==> src/rtl/led_display_scheduler_pkg.sv <==
// Shared definitions for the LED display scheduler: FSM encoding, display
// width, default dwell time and an index-width helper.
package led_display_scheduler_pkg;

   localparam int unsigned DISP_W        = 16;
   localparam int unsigned DWELL_DEFAULT = 50_000_000;
   localparam int unsigned CNT_W         = 32;

   typedef enum logic [1:0] {
      ST_IDLE = 2'd0,
      ST_SHOW = 2'd1,
      ST_HOLD = 2'd2
   } state_e;

   // Index width for n requesters; a single requester still needs one bit.
   function automatic int unsigned sel_width(input int unsigned n);
      return (n > 1) ? $clog2(n) : 1;
   endfunction

endpackage

==> src/rtl/rr_arbiter.sv <==
// Round-robin search: first set request at or after start, wrapping, so the
// slot just before start is examined last.
module rr_arbiter
   import led_display_scheduler_pkg::*;
#(
   parameter  int unsigned N     = 4,
   localparam int unsigned IDX_W = sel_width(N)
) (
   input  logic [N-1:0]     req,
   input  logic [IDX_W-1:0] start,
   output logic [N-1:0]     gnt,
   output logic [IDX_W-1:0] gnt_idx,
   output logic             any
);

   // Outer loop walks priority order; inner loop finds the slot at that offset.
   always_comb begin
      gnt     = '0;
      gnt_idx = '0;
      any     = 1'b0;
      for (int unsigned off = 0; off < N; off++) begin
         for (int unsigned j = 0; j < N; j++) begin
            if (!any && req[j] && (((j + N - 32'(start)) % N) == off)) begin
               any     = 1'b1;
               gnt[j]  = 1'b1;
               gnt_idx = IDX_W'(j);
            end
         end
      end
   end

endmodule

==> src/rtl/led_display_scheduler.sv <==
// Time-shares one 16-bit LED display among NUM_SRC requesters: rotates
// round-robin every DWELL_CYCLES, refreshes the shown word, supports pinning.
module led_display_scheduler
   import led_display_scheduler_pkg::*;
#(
   parameter  int unsigned NUM_SRC      = 4,
   parameter  int unsigned DWELL_CYCLES = DWELL_DEFAULT,
   localparam int unsigned SEL_W        = sel_width(NUM_SRC)
) (
   input  logic                        clk,
   input  logic                        rst,
   input  logic [NUM_SRC-1:0]          src_valid,
   input  logic [NUM_SRC*DISP_W-1:0]   src_data,
   output logic [NUM_SRC-1:0]          src_ack,
   input  logic                        pin_en,
   input  logic [SEL_W-1:0]            pin_sel,
   output logic [DISP_W-1:0]           value,
   output logic [SEL_W-1:0]            cur_src,
   output logic                        value_valid
);

   localparam logic [CNT_W-1:0] RELOAD = CNT_W'(DWELL_CYCLES - 1);

   state_e             state_q, state_d;
   logic [CNT_W-1:0]   cnt_q, cnt_d;
   logic               pin_q;
   logic               cap_en, cap_arb;
   logic [SEL_W-1:0]   cap_idx, nxt_src, arb_start, arb_idx;
   logic [NUM_SRC-1:0] arb_gnt, ack_d;
   logic               arb_any, cur_valid, pin_hit;
   logic [DISP_W-1:0]  value_d;

   // Request bits of the displayed and pinned sources; out-of-range pin_sel never hits.
   always_comb begin
      cur_valid = 1'b0;
      pin_hit   = 1'b0;
      for (int unsigned i = 0; i < NUM_SRC; i++) begin
         if (cur_src == SEL_W'(i)) cur_valid = src_valid[i];
         if (pin_sel == SEL_W'(i)) pin_hit   = src_valid[i];
      end
   end

   assign nxt_src   = (cur_src == SEL_W'(NUM_SRC - 1)) ? '0 : cur_src + SEL_W'(1);
   assign arb_start = (state_q == ST_IDLE) ? '0 : nxt_src;

   rr_arbiter #(.N(NUM_SRC)) u_arb (
      .req     (src_valid),
      .start   (arb_start),
      .gnt     (arb_gnt),
      .gnt_idx (arb_idx),
      .any     (arb_any)
   );

   always_ff @(posedge clk or negedge rst) begin
      if (!rst) state_q <= ST_IDLE;
      else      state_q <= state_d;
   end

   // Next state, dwell counter and capture decision.
   always_comb begin
      state_d = state_q;
      cnt_d   = cnt_q;
      cap_en  = 1'b0;
      cap_arb = 1'b0;
      cap_idx = cur_src;
      if (pin_en) begin
         if (pin_hit) begin
            cap_en  = 1'b1;
            cap_idx = pin_sel;
            state_d = ST_SHOW;
            cnt_d   = RELOAD;
         end
      end else if (pin_q && (state_q != ST_IDLE)) begin
         // Leaving pinned mode restarts a full dwell on the shown source.
         state_d = ST_SHOW;
         cnt_d   = RELOAD;
         cap_en  = cur_valid;
      end else begin
         unique case (state_q)
            ST_IDLE, ST_HOLD: begin
               if (arb_any) begin
                  cap_en  = 1'b1;
                  cap_arb = 1'b1;
                  cap_idx = arb_idx;
                  state_d = ST_SHOW;
                  cnt_d   = RELOAD;
               end
            end
            ST_SHOW: begin
               if (cnt_q == '0) begin
                  if (arb_any) begin
                     cap_en  = 1'b1;
                     cap_arb = 1'b1;
                     cap_idx = arb_idx;
                     cnt_d   = RELOAD;
                  end else begin
                     state_d = ST_HOLD;
                  end
               end else begin
                  cnt_d  = cnt_q - CNT_W'(1);
                  cap_en = cur_valid;
               end
            end
            default: state_d = ST_IDLE;
         endcase
      end
   end

   // Captured word and the single ack bit for this edge.
   always_comb begin
      ack_d   = '0;
      value_d = value;
      if (cap_en) begin
         for (int unsigned i = 0; i < NUM_SRC; i++) begin
            if (cap_idx == SEL_W'(i)) begin
               value_d  = src_data[i*DISP_W +: DISP_W];
               ack_d[i] = !cap_arb;
            end
         end
         if (cap_arb) ack_d = arb_gnt;
      end
   end

   always_ff @(posedge clk or negedge rst) begin
      if (!rst) begin
         cnt_q       <= '0;
         pin_q       <= 1'b0;
         value       <= '0;
         cur_src     <= '0;
         src_ack     <= '0;
         value_valid <= 1'b0;
      end else begin
         cnt_q   <= cnt_d;
         pin_q   <= pin_en;
         value   <= value_d;
         src_ack <= ack_d;
         if (cap_en) begin
            cur_src     <= cap_idx;
            value_valid <= 1'b1;
         end
      end
   end

endmodule

==> config.mk <==
export PLATFORM = sky130hd
export DESIGN_NAME = led_display_scheduler
export DESIGN_NICKNAME = d
export VERILOG_FILES = /design/src/rtl/led_display_scheduler_pkg.sv /design/src/rtl/rr_arbiter.sv /design/src/rtl/led_display_scheduler.sv
export SDC_FILE = /design/constraint.sdc
export NUM_CORES = 1
export LEC_CHECK = 0
export ABC_AREA = 0
export CAP_MARGIN = 20
export CORE_MARGIN = 4
export CORE_UTILIZATION = 30
export CTS_BUF_LIST = sky130_fd_sc_hd__clkbuf_4 sky130_fd_sc_hd__clkbuf_8
export CTS_CLUSTER_DIAMETER = 120
export DETAILED_ROUTE_END_ITERATION = 8
export PLACE_DENSITY = 0.49
export SLEW_MARGIN = 40
export SYNTH_ARGS = -nofsm -noshare
export SYNTH_HDL_FRONTEND = slang
export SYNTH_HIERARCHICAL = 1
export SYNTH_SLANG_ARGS = --single-unit
==> constraint.sdc <==
create_clock -name clk -period 3.7 [get_ports clk]
set_input_delay 0.74 -clock clk [delete_from_list [all_inputs] [get_ports clk]]
set_output_delay 0.74 -clock clk [all_outputs]
set_load 0.03 [all_outputs]
==> Word-level counts from Yosys, hierarchy flattened <==
Index checks and enable logic that the tools add are counted.
{ "totals": {"register_bits": 58, "input_bits": 73, "output_inout_bits": 23, "word_cells": 199} }
{ "op_classes": {"muxes": 95, "reduce_logical": 64, "addsub": 6, "eq_ne": 27} }
{ "op_table": {"columns": ["operator", "count"], "rows": [
  ["$logic_not A32 Y1", 5],
  ["$mux W32", 5],
  ["$mux W16", 4],
  ["$pmux W32 S2", 1],
  ["$mux W2", 27],
  ["$mux W1", 52],
  ["$logic_and A1 B1 Y1", 32],
  ["$sub A32 B1 Y32 const B", 1],
  ["$eq A2 B2 Y1 const B", 15],
  ["$eq A2 B1 Y1 const B", 8],
  ["$logic_not A1 Y1", 16],
  ["$ne A4 B4 Y1 const B", 3],
  ["$logic_not A2 Y1", 4],
  ["$mux W4", 2],
  ["$pmux W2 S2", 2],
  ["$reduce_bool A4 Y1", 2],
  ["$pmux W1 S2", 2],
  ["$reduce_and A2 Y1", 2],
  ["$reduce_and A4 Y1", 1],
  ["$sub A1 B2 Y2 const A", 2],
  ["$sub A2 B2 Y2 const A", 2],
  ["$add A2 B1 Y2 const B", 1],
  ["$ne A2 B1 Y1 const B", 1],
  ["$reduce_bool A2 Y1", 1],
  ["$reduce_or A2 Y1", 1]
]} }

==> Depth between registers and ports, before layout <==
{ "logic_depth": {"ltp_word": 77, "mapped_depth": 16, "ltp_nobuf": 14} }

==> By module <==
Netlist, hierarchy kept.
{ "modules_own_cells": {"columns": ["mod", "cells_each", "n_inst", "area_each_um2", "seq_area_each_um2"], "rows": [
  ["led_display_scheduler", 425, 1, 3837.4, 1451.4],
  ["rr_arbiter", 33, 1, 211.5, 0.0]
]} }

==> Worst setup path before layout <==
OpenSTA, ideal clock, no wires.
{ "synth_timing": {"kind": "reg-to-reg", "startpoint": "reg state_q[1]", "endpoint": "reg value[10]", "setup_slack_ns": 0.497, "period_less_slack_ns": 3.203, "required_time_ns": 3.604, "arrival_time_ns": 3.107, "stages_incl_launch_ff": 16, "setup_time_ns": 0.096, "path_buffers": 2, "path_cell_list": "dfrtp_1 clkbuf_1 or2_2 nor3b_1 inv_1 o21ai_1 o2bb2a_1 nand2_1 o211a_1 a211oi_1 a211oi_4 inv_4 buf_4 mux2i_1 and3_1 nor4_2"} }
{ "synth_via": {"elab_chain_len": 75, "word_cells_on_any_way": 123, "classes_between": "4 x add/sub; 17 x eq/ne; 45 x mux; 57 x reduce/logical"} }
{ "synth_rtl": {"columns": ["element", "line_no", "text"], "rows": [
  ["from (decl)", "led_display_scheduler.sv:24", "state_e state_q, state_d;"],
  ["from (signal assigned)", "led_display_scheduler.sv:56", "else state_q <= state_d;"],
  ["$logic_not A2 Y1 *", "led_display_scheduler.sv:44", "assign arb_start = (state_q == ST_IDLE) ? '0 : nxt_src;"],
  ["$mux W2 *", "led_display_scheduler.sv:44", null],
  ["net arb_start[0]", "led_display_scheduler.sv:28", "logic [SEL_W-1:0] cap_idx, nxt_src, arb_start, arb_idx;"],
  ["$sub A1 B2 Y2", "rr_arbiter.sv:23", "if (!any && req[j] && (((j + N - 32'(start)) % N) == off)) begin"],
  ["$logic_not A32 Y1", "rr_arbiter.sv:23", null],
  ["$logic_and A1 B1 Y1", "rr_arbiter.sv:23", null],
  ["$mux W1", "rr_arbiter.sv:23", null],
  ["$logic_not A1 Y1", "rr_arbiter.sv:23", null],
  ["(+59 left out)", null, null],
  ["net arb_idx[1]", "led_display_scheduler.sv:28", null],
  ["$mux W2 *", "led_display_scheduler.sv:81, led_display_scheduler.sv:91", null],
  ["$mux W2", "led_display_scheduler.sv:90", "if (cnt_q == '0) begin"],
  ["$pmux W2 S2 *", "led_display_scheduler.sv:79", "unique case (state_q)"],
  ["$mux W2 *", "led_display_scheduler.sv:73", "end else if (pin_q && (state_q != ST_IDLE)) begin"],
  ["$mux W2 *", "led_display_scheduler.sv:66", "if (pin_en) begin"],
  ["$eq A2 B1 Y1", "led_display_scheduler.sv:115", "if (cap_idx == SEL_W'(i)) begin"],
  ["$mux W16 (3 in series)", "led_display_scheduler.sv:115", null],
  ["to (signal assigned)", "led_display_scheduler.sv:135", "value <= value_d;"],
  ["to (decl)", "led_display_scheduler.sv:17", "output logic [DISP_W-1:0] value,"]
]} }
Mark *: on every way through the listed nets, which the timed path passes. The rest lies on a longest branch.
A chain may end at the register's enable or synchronous reset.

==> Final worst setup path <==
{ "layout_timing": {"startpoint": "reg state_q[0]", "endpoint": "reg value[15]"} }
The elaborated chain is that of the path after synthesis.

==> metrics.md <==
| Metric | Value |
|---|---|
| CTS Buffer Depth | 2 |
| CP top delay family | compound AO/OA/AOI/OAI gates |
| Leakage power | 2.142 nW |
| Reg-to-Reg End | value[15] |
| Critical path type | reg -> reg |
| CP Data Required Time | 3.94 ns |
| MaxCap Viol Count | 0 |
| Vias in the first global route | 3882 |
| Psw | 0.7178 mW |
| Hpwl dp | 8.926 mm |
| Placed cell count | 719 |
| Combinational Power Share | 37.6% |
| Die X | 124.2 um |
| CP Capture Type | flip-flop |
| Post-Syn Instances | 458 |
| Worst Hold Class | in -> async |
| Post-CTS Setup Bufs | 0 |
| CTS Hold Buffers Added | 0 |
| Simple-gate share of the synthesized area | 27.53% |
| Area of the multi-input gates | 0.002409 mm^2 |
| Number of synthesized flops with an enable pin | 0 |
| Mapped cell area | 0.004049 mm^2 |
| Global Route Usage Sum | 16.26% |
| Asr flop ratio synth | 100.0% |
| Crit path time final | 3.341 ns |
| Root buffer cell | clkbuf_8 |
| Initial core utilization | 30.57% |
| Yosys cell types | 66 |
| Worst Path Arrival | 3.58 ns |
| Largest net degree at the start of global routing | 52 |
| R2r startpoint | state_q[0] |
| Num ports | 96 |
| Cell Count, Final, Fillers Out | 732 |
| Layout cells sized above 1 | 11.87% |
| Post-synthesis sequential area ratio | 35.85% |
| Synth Area in Compound Gates | 21.85% |
| First-pass GRT wire length | 19.49 mm |
| Total power | 2.061 mW |
| CTS tree | done |
| Filler cell count | 1356 |
| XOR/XNOR share of the synthesized area | 2.379% |
| Ys Warns | 6 |
| Register area | 0.001451 mm^2 |
| R2R Setup Slk | 0.36 ns |
| Reg2reg path depth | 14 |
| PD cells | 382.0 mW/mm^2 |
| Cell Rows | 42 |
| P_int | 1.343 mW |
| Cells resized by post-CTS repair | 0 |
| Worst slew pin tran | 0.7131 ns |
| Placer Congestion | 0.8650 |
| Pre-Repair DR Iteration Count | 5 |
| Crit path from | state_q[0] |
| Levels on crit path | 14 |
| Setup TNS | 0 ns |
| Synth area leader | dfrtp_1 |
| Overflow after GRT | 0 |
| Antenna cells | 0 |
| CTS clk-pin slew, worst paths | 0.06 ns |
| Post-synthesis mux area share | 5.562% |
| Startpoint types | flip-flop |
| Worst relative slew slack | 52.09% |
| Worst-path maximum fanout | 16 |
| Drt drc | 0 |
| Switching share of power | 34.83% |
| Final period util | 90.30% |
| Die ar. | 0.01542 mm^2 |
| Top FF cell, synth | dfrtp_1 |
| End-of-flow core utilization | 40.74% |
| Largest cells by area after synthesis | dfrtp_1 (36%), a211oi_1 (6.5%), nor2_1 (4.5%), mux2i_1 (4.4%), nor4_2 (4.3%) |
| Hold violation total from the final report | 0 |
| Area grow syn2layout | 33.25% |
| Largest family of logic cells by synthesized area | simple AND/OR/NAND/NOR gates |
| TritonCTS Buffers | 9 |
| Sequential Power Share | 37.0% |
| FMAX | 0.2993 GHz |
| Slowest stage delay, CP | 0.49 ns |
| Routed Antenna Nets | 0 |
| Final Max Slew Viols | 0 |
| Max H-tree Level | 3 |
| Top cell type's share of synthesized area | 35.85% |
| RSZ-0062 raised after global routing | no |
| Count of buffers from port buffering | 95 |
| DR vias/cell | 5.316 |
| Critical Path End | value[15] |
| WP buf/inv | 2 |
| Hold slack final | 0.3306 ns |
| WL per Instance | 16.21 um |
| Clk network pwr share | 25.4% |
| Drt total wl | 11.87 mm |
| Nets | 633 |
| Post-Synth Adder-Cell Area | 1.854% |
| Die H | 124.2 um |
| Clk_skew | 0.007841 ns |
| Core area | 0.01324 mm^2 |
| Crit path max-delay cell type | dfrtp_1 |
| DRT iter0 DRCs | 187 |
| Seq cells post-synth | 58 |
| CTS sink count | 58 |
| Maximum VDD drop | 215.6 uV |
| Antenna violations before repair | 0 |
| Setup-failing EPs final | 0 |
| Status | complete, no violations |
| CP Cell Sequence | or2_2 > and2_1 > a21oi_1 > o21ai_1 > o2bb2a_1 > nand2_1 > o211a_1 > a211oi_1 > a211oi_4 > inv_4 > buf_4 > mux2i_1 > and3_1 > nor4_1 |
| Syn_nets | 537 |
| Synthesized area per cell | 8.840 um^2 |
| Routed via count | 3891 |
| Clock latency on the worst-skew pair | 0.34 ns |
-- power by group through the flow --
stage | sequential, mW | combinational [mW] | clock, mW
floorplan | 0.903 | 0.319 | 0
global placement | 0.773 | 0.780 | 0
detailed placement | 0.770 | 0.782 | 0
CTS | 0.763 | 0.784 | 0.548
global route | 0.772 | 0.839 | 0.574
finish | 0.763 | 0.775 | 0.523
-- cells in the final DEF, fill, tap and decap left out, types with 3 or more instances in the layout --
cell type and count:
nor4_2 14, and3_1 18, a31oi_1 4, o22ai_1 4, o31ai_1 3, xnor2_1 6
or3_1 8, o31a_1 3, clkbuf_8 11, a211oi_1 35, and2_1 5, xor2_1 5
nor2_1 49, nor3_1 7, dfrtp_1 58, clkdlybuf4s50_1 94, nand2b_1 4, mux2i_1 18
buf_4 16, ha_1 6, inv_1 15, o21ai_0 18, nand3_1 10, a21oi_1 26
nor4_1 11, nand2_1 46
-- worst register-to-register path, stage by stage, from the launching register on --
cell	delay, ns
dfrtp_1	0.49
or2_2	0.36
and2_1	0.29
a21oi_1	0.17
o21ai_1	0.07
o2bb2a_1	0.23
nand2_1	0.05
o211a_1	0.15
a211oi_1	0.40
a211oi_4	0.12
inv_4	0.10
buf_4	0.30
mux2i_1	0.13
and3_1	0.18
nor4_1	0.22
-- cells in the mapped netlist, drive strengths merged, types with 3 or more instances --
master,instances
a211oi,36
a21oi,26
a31oi,4
and2,5
and3,18
buf,9
clkbuf,18
dfrtp,58
ha,6
inv,16
mux2i,18
nand2,46
nand2b,4
nand3,10
nand4,3
nor2,50
nor3,7
nor4,27
o21ai,23
o22ai,4
o31a,3
o31ai,4
o41ai,3
or2,3
or3,8
xnor2,6
xor2,5
-- metrics by stage --
step	instance area (um^2)	setup slack, ns
finish	5395	0.3588
global route	5395	0.09503
CTS	5395	0.3528
detailed placement	5229	0.1364
global placement	5221	0.2419
floorplan	4049	0.4974
-- worst min-delay path by stage --
stage | end | slack [ns] | cells past startpoint
2_1_floorplan | cnt_q[23] | 0.43 | 1
3_3_place_gp | cnt_q[23] | 0.47 | 1
3_5_place_dp | cnt_q[23] | 0.47 | 1
4_1_cts | cnt_q[11] | 0.32 | 1
5_1_grt | cnt_q[11] | 0.34 | 1
6_report | cnt_q[11] | 0.33 | 1
-- registers in the layout (all words and copies together), names as in the netlist --
register and flops:
src_ack 4, value 16, state_q 2, cur_src 2
pin_q 1, cnt_q 32, value_valid 1
-- cell families after synthesis --
| family | Yosys count |
|---|---|
| adder cells (fa/ha/maj) | 6 |
| XOR/XNOR | 11 |
| AND/OR/NAND/NOR | 193 |
| flip-flops | 58 |
| AO/OA/AOI/OAI | 126 |
| multiplexers | 21 |
| buffers and inverters | 43 |
-- layout make-up --
cell class	count	area share, %
tap	176	4.082
clock buffer	13	3.084
timing repair buffer	112	20.13
sequential	58	26.90
inverter	16	1.160
multi-input combinational	357	44.64
-- layer usage --
layer	wire length [um]	GRT usage, %	vias to the layer above
met5	0	0	-
met4	149	5.133	0
met3	991	7.039	14
met2	5142	23.92	117
met1	5583	21.53	1868
li1	-	-	1892
(Power assumes the default switching activity.)
